===== config.mk =====
export PLATFORM = sky130hd
export DESIGN_NAME = spi_slave_responder
export DESIGN_NICKNAME = d
export VERILOG_FILES = /design/src/rtl/spi_slave_responder.sv
export SDC_FILE = /design/constraint.sdc
export NUM_CORES = 1
export LEC_CHECK = 0
export BUFFER_PORTS_ARGS = -buffer_cell sky130_fd_sc_hd__buf_2
export CAP_MARGIN = 15
export CORE_MARGIN = 5
export CORE_UTILIZATION = 50
export DETAILED_ROUTE_END_ITERATION = 10
export GPL_TIMING_DRIVEN = 0
export PLACE_DENSITY = 0.77
export SYNTH_ARGS = -nofsm -noshare
export SYNTH_HDL_FRONTEND = slang
export SYNTH_SLANG_ARGS = --single-unit

===== constraint.sdc =====
create_clock -name clk -period 1.9 [get_ports clk]
set_input_delay 0.38 -clock clk [delete_from_list [all_inputs] [get_ports clk]]
set_output_delay 0.38 -clock clk [all_outputs]
set_load 0.01 [all_outputs]

===== src/rtl/spi_slave_responder.sv =====
`timescale 1ns/1ps
// spi_slave_responder: SPI mode-0 responder. It oversamples the SPI pins in the clk domain and holds one TX word in a buffer.
// Optional feature: define SPI_SLAVE_RESPONDER_UNDERRUN_EN to enable the sticky tx_underrun flag (tied low otherwise).
module spi_slave_responder #(
    parameter int unsigned DATA_WIDTH = 8,
    parameter logic        IDLE_MISO  = 1'b0
) (
    input  logic                  clk,
    input  logic                  rst,
    input  logic                  sclk,
    input  logic                  ss_n,
    input  logic                  mosi,
    output logic                  miso,
    output logic                  miso_oe,
    input  logic [DATA_WIDTH-1:0] tx_data,
    input  logic                  tx_valid,
    output logic                  tx_ready,
    output logic [DATA_WIDTH-1:0] rx_data,
    output logic                  rx_valid,
    output logic                  tx_underrun
);
    localparam int unsigned          CNT_W     = (DATA_WIDTH > 2) ? $clog2(DATA_WIDTH) : 1;
    localparam logic [CNT_W-1:0]     LAST_BIT  = CNT_W'(DATA_WIDTH - 1);
    localparam logic [DATA_WIDTH-1:0] FILL_WORD = {DATA_WIDTH{IDLE_MISO}};

    typedef enum logic {S_IDLE, S_ACTIVE} state_t;

    // Synchronisers carry no reset so that a master still holding ss_n low
    // after rst produces no spurious select edge.
    logic [2:0] r_sclk_pipe;
    logic [2:0] r_ss_pipe;
    logic [1:0] r_mosi_pipe;

    always_ff @(posedge clk) begin
        r_sclk_pipe <= {r_sclk_pipe[1:0], sclk};
        r_ss_pipe   <= {r_ss_pipe[1:0], ss_n};
        r_mosi_pipe <= {r_mosi_pipe[0], mosi};
    end

    logic w_sclk_rise, w_sclk_fall, w_ss_fall, w_ss_rise, w_mosi;
    assign w_sclk_rise = r_sclk_pipe[1] & ~r_sclk_pipe[2];
    assign w_sclk_fall = ~r_sclk_pipe[1] & r_sclk_pipe[2];
    assign w_ss_fall   = ~r_ss_pipe[1] & r_ss_pipe[2];
    assign w_ss_rise   = r_ss_pipe[1] & ~r_ss_pipe[2];
    assign w_mosi      = r_mosi_pipe[1];

    state_t                r_state;
    logic                  r_miso;
    logic                  r_oe;
    logic [DATA_WIDTH-1:0] r_buf;
    logic                  r_buf_full;
    logic [DATA_WIDTH-2:0] r_tx_shift;
    logic [DATA_WIDTH-1:0] r_rx_shift;
    logic [CNT_W-1:0]      r_bit_cnt;
    logic                  r_word_done;
    logic [DATA_WIDTH-1:0] r_rx_data;
    logic                  r_rx_valid;

    logic                  w_load_evt;
    logic                  w_hs;
    logic [DATA_WIDTH-1:0] w_load_word;

    // A fall with the counter at zero marks the word boundary; mode 0 never
    // sees a fall before the first rise of a frame.
    assign w_load_evt  = ((r_state == S_IDLE) && w_ss_fall) ||
                         ((r_state == S_ACTIVE) && !w_ss_rise && w_sclk_fall && (r_bit_cnt == '0));
    assign w_hs        = tx_valid && !r_buf_full;
    assign w_load_word = r_buf_full ? r_buf : FILL_WORD;

    always_ff @(posedge clk) begin
        if (rst) begin
            r_state     <= S_IDLE;
            r_miso      <= IDLE_MISO;
            r_oe        <= 1'b0;
            r_buf       <= '0;
            r_buf_full  <= 1'b0;
            r_tx_shift  <= '0;
            r_rx_shift  <= '0;
            r_bit_cnt   <= '0;
            r_word_done <= 1'b0;
            r_rx_data   <= '0;
            r_rx_valid  <= 1'b0;
        end else begin
            r_rx_valid  <= r_word_done;
            r_word_done <= 1'b0;
            if (r_word_done) begin
                r_rx_data <= r_rx_shift;
            end

            case (r_state)
                S_IDLE: begin
                    if (w_ss_fall) begin
                        r_tx_shift <= w_load_word[DATA_WIDTH-2:0];
                        r_miso     <= w_load_word[DATA_WIDTH-1];
                        r_oe       <= 1'b1;
                        r_bit_cnt  <= '0;
                        r_state    <= S_ACTIVE;
                    end
                end
                S_ACTIVE: begin
                    if (w_ss_rise) begin
                        r_state   <= S_IDLE;
                        r_oe      <= 1'b0;
                        r_miso    <= IDLE_MISO;
                        r_bit_cnt <= '0;
                    end else if (w_sclk_rise) begin
                        r_rx_shift <= {r_rx_shift[DATA_WIDTH-2:0], w_mosi};
                        if (r_bit_cnt == LAST_BIT) begin
                            r_bit_cnt   <= '0;
                            r_word_done <= 1'b1;
                        end else begin
                            r_bit_cnt <= r_bit_cnt + 1'b1;
                        end
                    end else if (w_sclk_fall) begin
                        if (r_bit_cnt == '0) begin
                            r_tx_shift <= w_load_word[DATA_WIDTH-2:0];
                            r_miso     <= w_load_word[DATA_WIDTH-1];
                        end else begin
                            r_tx_shift <= r_tx_shift << 1;
                            r_miso     <= r_tx_shift[DATA_WIDTH-2];
                        end
                    end
                end
                default: r_state <= S_IDLE;
            endcase

            // A handshake only happens while empty, so a simultaneous drain takes the fill word.
            if (w_hs) begin
                r_buf      <= tx_data;
                r_buf_full <= 1'b1;
            end else if (w_load_evt) begin
                r_buf_full <= 1'b0;
            end
        end
    end

`ifdef SPI_SLAVE_RESPONDER_UNDERRUN_EN
    logic r_underrun;

    always_ff @(posedge clk) begin
        if (rst) begin
            r_underrun <= 1'b0;
        end else if (w_load_evt && !r_buf_full) begin
            r_underrun <= 1'b1;
        end else if (w_hs) begin
            r_underrun <= 1'b0;
        end
    end

    assign tx_underrun = r_underrun;
`else
    assign tx_underrun = 1'b0;
`endif

    assign miso     = r_miso;
    assign miso_oe  = r_oe;
    assign tx_ready = ~r_buf_full;
    assign rx_data  = r_rx_data;
    assign rx_valid = r_rx_valid;

endmodule


After elaboration in Yosys (flattened, before gate mapping)
Index checks and enable logic that the tools add are counted.
Word-level totals
  register bits: 48
  input bits: 14
  output and inout port bits: 13
  logic and storage cells: 79
Operators by class
  $add $sub $neg: 1
  equal/unequal tests: 9
  multiplexer cells: 27
  bitwise operators: 12
  reductions and logical operators: 16
Operators by type and width (count)
  2-to-1 mux 7 bit: 5
  one-hot mux 7 bit (2 select lines): 1
  2-to-1 mux 1 bit: 12
  2-to-1 mux 3 bit: 4
  inequality test 2 bit, second input constant: 5
  inequality test 3 bit, second input constant: 3
  2-to-1 mux 8 bit: 1
  NOT 1 bit: 8
  one-hot mux 1 bit (2 select lines): 3
  one-hot mux 3 bit (2 select lines): 1
  AND reduction 3 bit: 2
  logical AND 1 bit: 5
  bitwise AND 1 bit: 4
  AND reduction 2 bit: 2
  AND reduction 4 bit: 1
  OR reduction 4 bit: 1
  adder 3 x 1 -> 3 bit, second input constant: 1
  == test 3 bit, second input constant: 1
  logical NOT 3 bit: 1
  logical NOT 1 bit: 2
  nonzero test 2 bit: 1
  logical OR 1 bit: 1

Longest topological paths before layout
  depth in word-level cells: 9
  gate-level depth with buffers: 7
  depth with buffers taken out: 6

Worst setup path after synthesis
Ideal clock, no wire load.
  path type: flip-flop to flip-flop
  start point: reg r_state
  end point: reg r_tx_shift[3]
  library setup time: 0.088 ns
  arrival time: 1.395 ns
  data required time: 1.812 ns
  path slack: 0.417 ns
  stages on the path, launching flop included: 8
  path buffers: 3
  path through: dfxtp_1 buf_6 or3b_1 buf_6 o31ai_4 buf_12 nor2_2 a311oi_2
Between the ends
  word-level cells in the longest chain between the ends: 3
Ends and longest elaborated chain
  start, declared: line 47  | state_t r_state;
  start signal, assigned: line 72  | r_state <= S_IDLE;
  start signal, assigned: line 97  | r_state <= S_ACTIVE;
  start signal, assigned: line 102  | r_state <= S_IDLE;
  NOT 1 bit
  inequality test 2 bit (no line)
  AND reduction 4 bit (no line)
  end signal, assigned: line 93  | r_tx_shift <= w_load_word[DATA_WIDTH-2:0];
  end signal, assigned: line 116  | r_tx_shift <= w_load_word[DATA_WIDTH-2:0];
  end signal, assigned: line 119  | r_tx_shift <= r_tx_shift << 1;
  end, declared: line 52  | logic [DATA_WIDTH-2:0] r_tx_shift;
Several ways; a longest one is shown, not always the timed one.
A chain may end at the register's enable or synchronous reset.

Worst setup path in the final report
  start point: reg r_bit_cnt[0]
  end point: reg r_tx_shift[3]
Between the ends
  word-level cells in the longest chain between the ends: 6
Ends and longest elaborated chain
  start, declared: line 54  | logic [CNT_W-1:0] r_bit_cnt;
  start signal, assigned: line 112  | r_bit_cnt <= r_bit_cnt + 1'b1;
  logical NOT 3 bit: line 115  | if (r_bit_cnt == '0) begin
  2-to-1 mux 7 bit: line 115
  2-to-1 mux 7 bit: line 114  | end else if (w_sclk_fall) begin
  2-to-1 mux 7 bit: line 106  | end else if (w_sclk_rise) begin
  2-to-1 mux 7 bit: line 101  | if (w_ss_rise) begin
  one-hot mux 7 bit (2 select lines): line 90  | case (r_state)
Every way passes these cells. The select of a mux whose other input is x is not followed.

==> results.txt <==
----------------------------------------------------
[Power]
  Relative contribution of combinational cells to total power ... 0.079
  Clk network pwr share ... 0.383
  Leakage dissipation ... 0.000890 uW
  Pwr Total ... 1980 uW
  Int Pwr ... 1540 uW
  Portion of total power attributed to sequential cells ... 0.538
  Total net switching power ... 437 uW
  Net Sw Frac ... 0.221
  VDD IR-drop max ... 0.000789 V
  Cell Pwr Density ... 911 nW/um^2

[Hold path]
  Type of the worst min-delay path ... in -> reg

[Drt]
  Number of nets still failing antenna checks after routing ... 0
  Drt first-iter violations ... 49
  Count of unresolved DRC violations after routing ... 0
  Detailed Routing Iterations Pass 1 ... 4
  Detailed-route wire length per cell ... 11.5 um
  Detailed-route vias per instance ... 4.97
  Routed wire length ... 3170 um
  Vias ... 1368

[Place]
  DP Wirelength ... 2340 um
  Post-placement cell area ... 2050 um^2
  Count of port buffers added during placement ... 24
  Routability Congestion ... 0.792

[Clock network]
  Buffer count from post-CTS setup fixing ... 0
  Number of gates given a new drive strength after cts ... 0
  CTS clock-pin slew for the worst setup and hold paths ... 0.09 ns
  Clock latency reported for the late side of the worst-skew pair ... 0.29 ns
  Clock buffer count from CTS ... 5
  Count of hold buffers inserted by post-cts repair ... 0
  Clock Tree Root ... clkbuf_8
  CTS tree ... done
  Clk buf depth ... 2
  CTS HTree Levels ... 2
  CTS sink count ... 48

[Global routing]
  Total global-route track usage ... 0.136
  Initial antenna violation count ... 0
  Overflow after GRT ... 0
  Vias in the first global route ... 1213
  Pin count of the biggest net entering global routing ... 16
  Wire length of the first global-routing pass ... 5480 um

[Logic synthesis]
  Area share of fa/ha/maj cells after synthesis ... 0.0201
  Share of synthesized cell area in and, or, nand and nor gates ... 0.194
  Unique cell type count in the Yosys netlist ... 33
  Area fraction in compound gates after synthesis ... 0.123
  Syn_area_per_cell ... 9.57 um^2
  Synth top area share ... 0.515
  FF+latch count, synth ... 48
  Total standard cell area after synthesis ... 1870 um^2
  Sequential area share after synthesis ... 0.515
  Net count after synthesis ... 212
  Mux contribution to synthesized area ... 0.0858
  Yosys Warn Count ... 0
  Cell type with the highest aggregate area in the netlist ... dfxtp_1
  Largest family of logic cells by synthesized area ... simple AND/OR/NAND/NOR gates
  Post-synthesis instance total ... 195
  Share of the synthesized netlist area taken by xor and xnor gates ... 0
  Ranking of synthesized cells by area ... dfxtp_1 51%, mux2i_1 8.6%, nand2_1 4.2%

[Timing]
  Unrepaired setup endpoints after global routing ... false
  Max Fclk ... 621 MHz
  Final worst clock skew ... 0.00544 ns
  Final max-slew violation count ... 0
  Worst slew slack as a fraction of its limit ... 0.606
  Final-report hold violation count ... 0
  Fraction of the cycle the final worst path needs ... 0.847
  Period minus WS final ... 1.61 ns
  Setup violators final ... 0
  Transition time of the tightest slew-check pin ... 0.592 ns
  Total negative setup slack ... 0 ns

[Worst setup path]
  Max stage delay cell, worst path ... dfxtp_1
  Sequence of cells on the critical path ... inv_1, ha_1, nand2b_1, clkbuf_1, nand2_1, nand3_1, a311oi_2
  Critical path endpoint category ... register
  Class of the most critical setup path ... reg -> reg
  Data arrival at the endpoint of the critical path ... 1.78 ns
  Required time at the endpoint of the critical path ... 2.07 ns
  Worst stage delay on the critical path ... 0.36 ns
  Worst Setup Start Kind ... register
  Largest fanout of any net on the critical path ... 9

[Layout]
  Count of nets after finishing ... 243
  Proportion of layout cells with a drive suffix above 1 ... 0.198
  Antenna cell count ... 0
  Most common cell after layout, fill and taps aside ... dfxtp_1
  Area taken by flip-flops and latches ... 961 um^2
  Number of fill cells in the layout ... 342
  Post-layout instance area ... 2170 um^2
  Most used cells in the layout excluding fill and tap cells ... 48 x dfxtp_1, 26 x buf_2, 21 x nand2_1, 20 x nor2_1, 16 x mux2i_1
  Combined area of the multi-input logic cells ... 793 um^2
  Fin util ... 0.597
  Post-synthesis to final-layout area growth ... 16.2%

[Floorplan]
  Die ar. ... 5060 um^2
  Number of placed I/O pins ... 27
  Die width ... 71.1 um
  Rows ... 22
  Initial core utilization ... 0.514
  Core Area ... 3630 um^2
  Die Span Y ... 71.1 um

[Outcome]
  Run status ... finished clean

[Run]
  Number of max-cap violations ... 0

----------------------------------------------------
path summary, 6_finish.rpt:
kind,from,endpoint,slack (ns),depth (start not counted)
worst max-delay path,r_bit_cnt[0],r_tx_shift[3],0.29,7
worst min-delay path,sclk,r_sclk_pipe[0],0.18,1
worst max register to register,r_bit_cnt[0],r_tx_shift[3],0.29,7
worst min register to register,r_ss_pipe[0],r_ss_pipe[1],0.33,0
sequential cells by signal, summed over array words and instances (netlist names):
name / flops
r_sclk_pipe: 3
r_tx_shift: 7
r_bit_cnt: 3
r_buf: 8
rx_data: 8
r_word_done: 1
r_state: 1
r_mosi_pipe: 2
rx_valid: 1
miso: 1
r_rx_shift: 8
r_ss_pipe: 3
miso_oe: 1
r_buf_full: 1
synthesized netlist by cell type:
master / instances
a211oi_1: 2
a21boi_0: 1
a21oi_1: 15
a311oi_1: 3
a311oi_2: 3
and4b_1: 1
buf_1: 2
buf_12: 1
buf_2: 2
buf_4: 1
buf_6: 2
clkbuf_1: 8
conb_1: 1
dfxtp_1: 48
ha_1: 3
inv_1: 4
mux2i_1: 16
nand2_1: 21
nand2b_1: 3
nand3_1: 15
nand4_1: 4
nor2_1: 20
nor2_2: 3
nor2b_1: 5
nor3_1: 1
nor3b_1: 2
o211ai_1: 1
o21ai_0: 2
o22ai_1: 1
o311ai_0: 1
o31ai_1: 1
o31ai_4: 1
or3b_1: 1
layer usage:
metal | vias up | GRT usage | share of wire
li1 | 730 | - | -
met1 | 608 | 0.190 | 0.51
met2 | 25 | 0.193 | 0.43
met3 | 5 | 0.0483 | 0.045
met4 | 0 | 0.0501 | 0.017
met5 | - | 0 | 0
power groups by stage:
stage	registers, uW	logic [uW]	clock network, uW
6_report	1060	156	757
5_1_grt	1070	177	814
4_1_cts	1060	158	772
3_5_place_dp	1090	158	0
3_3_place_gp	1090	155	0
2_1_floorplan	1080	116	0
worst max-delay path: cells and delay by family, from the launching register on:
kind	cells	cell delay, ns
adder cells (fa/ha/maj)	1	0.21
flip-flops	1	0.36
AO/OA/AOI/OAI	1	0.10
AND/OR/NAND/NOR	3	0.45
buffers and inverters	2	0.37
area by class of cell:
class | count | area share
plain buffers | 16 | 0.0450
clock buffers | 6 | 0.0381
clock inverters | 2 | 0.0179
inverters | 4 | 0.00692
multi-input cells | 127 | 0.366
flip-flops and latches | 48 | 0.443
well taps | 48 | 0.0277
repair buffers | 24 | 0.0554
through the flow:
stage                     worst slack (ns)  instances  hold slack [ns]
final                                0.291        275            0.180
after detailed placement             0.313        267            0.316
after CTS                            0.293        275            0.169
after global routing                 0.129        275            0.158
after floorplan                      0.417        195            0.310
after global placement               0.327        267            0.310
cells by family after synthesis:
| family | Yosys count |
|---|---|
| simple gates | 76 |
| flops | 48 |
| other cells | 1 |
| buf+inv | 20 |
| mux | 16 |
| compound gates | 31 |
| fa+ha+maj | 3 |
No activity file was read; power rests on OpenSTA's default activity.
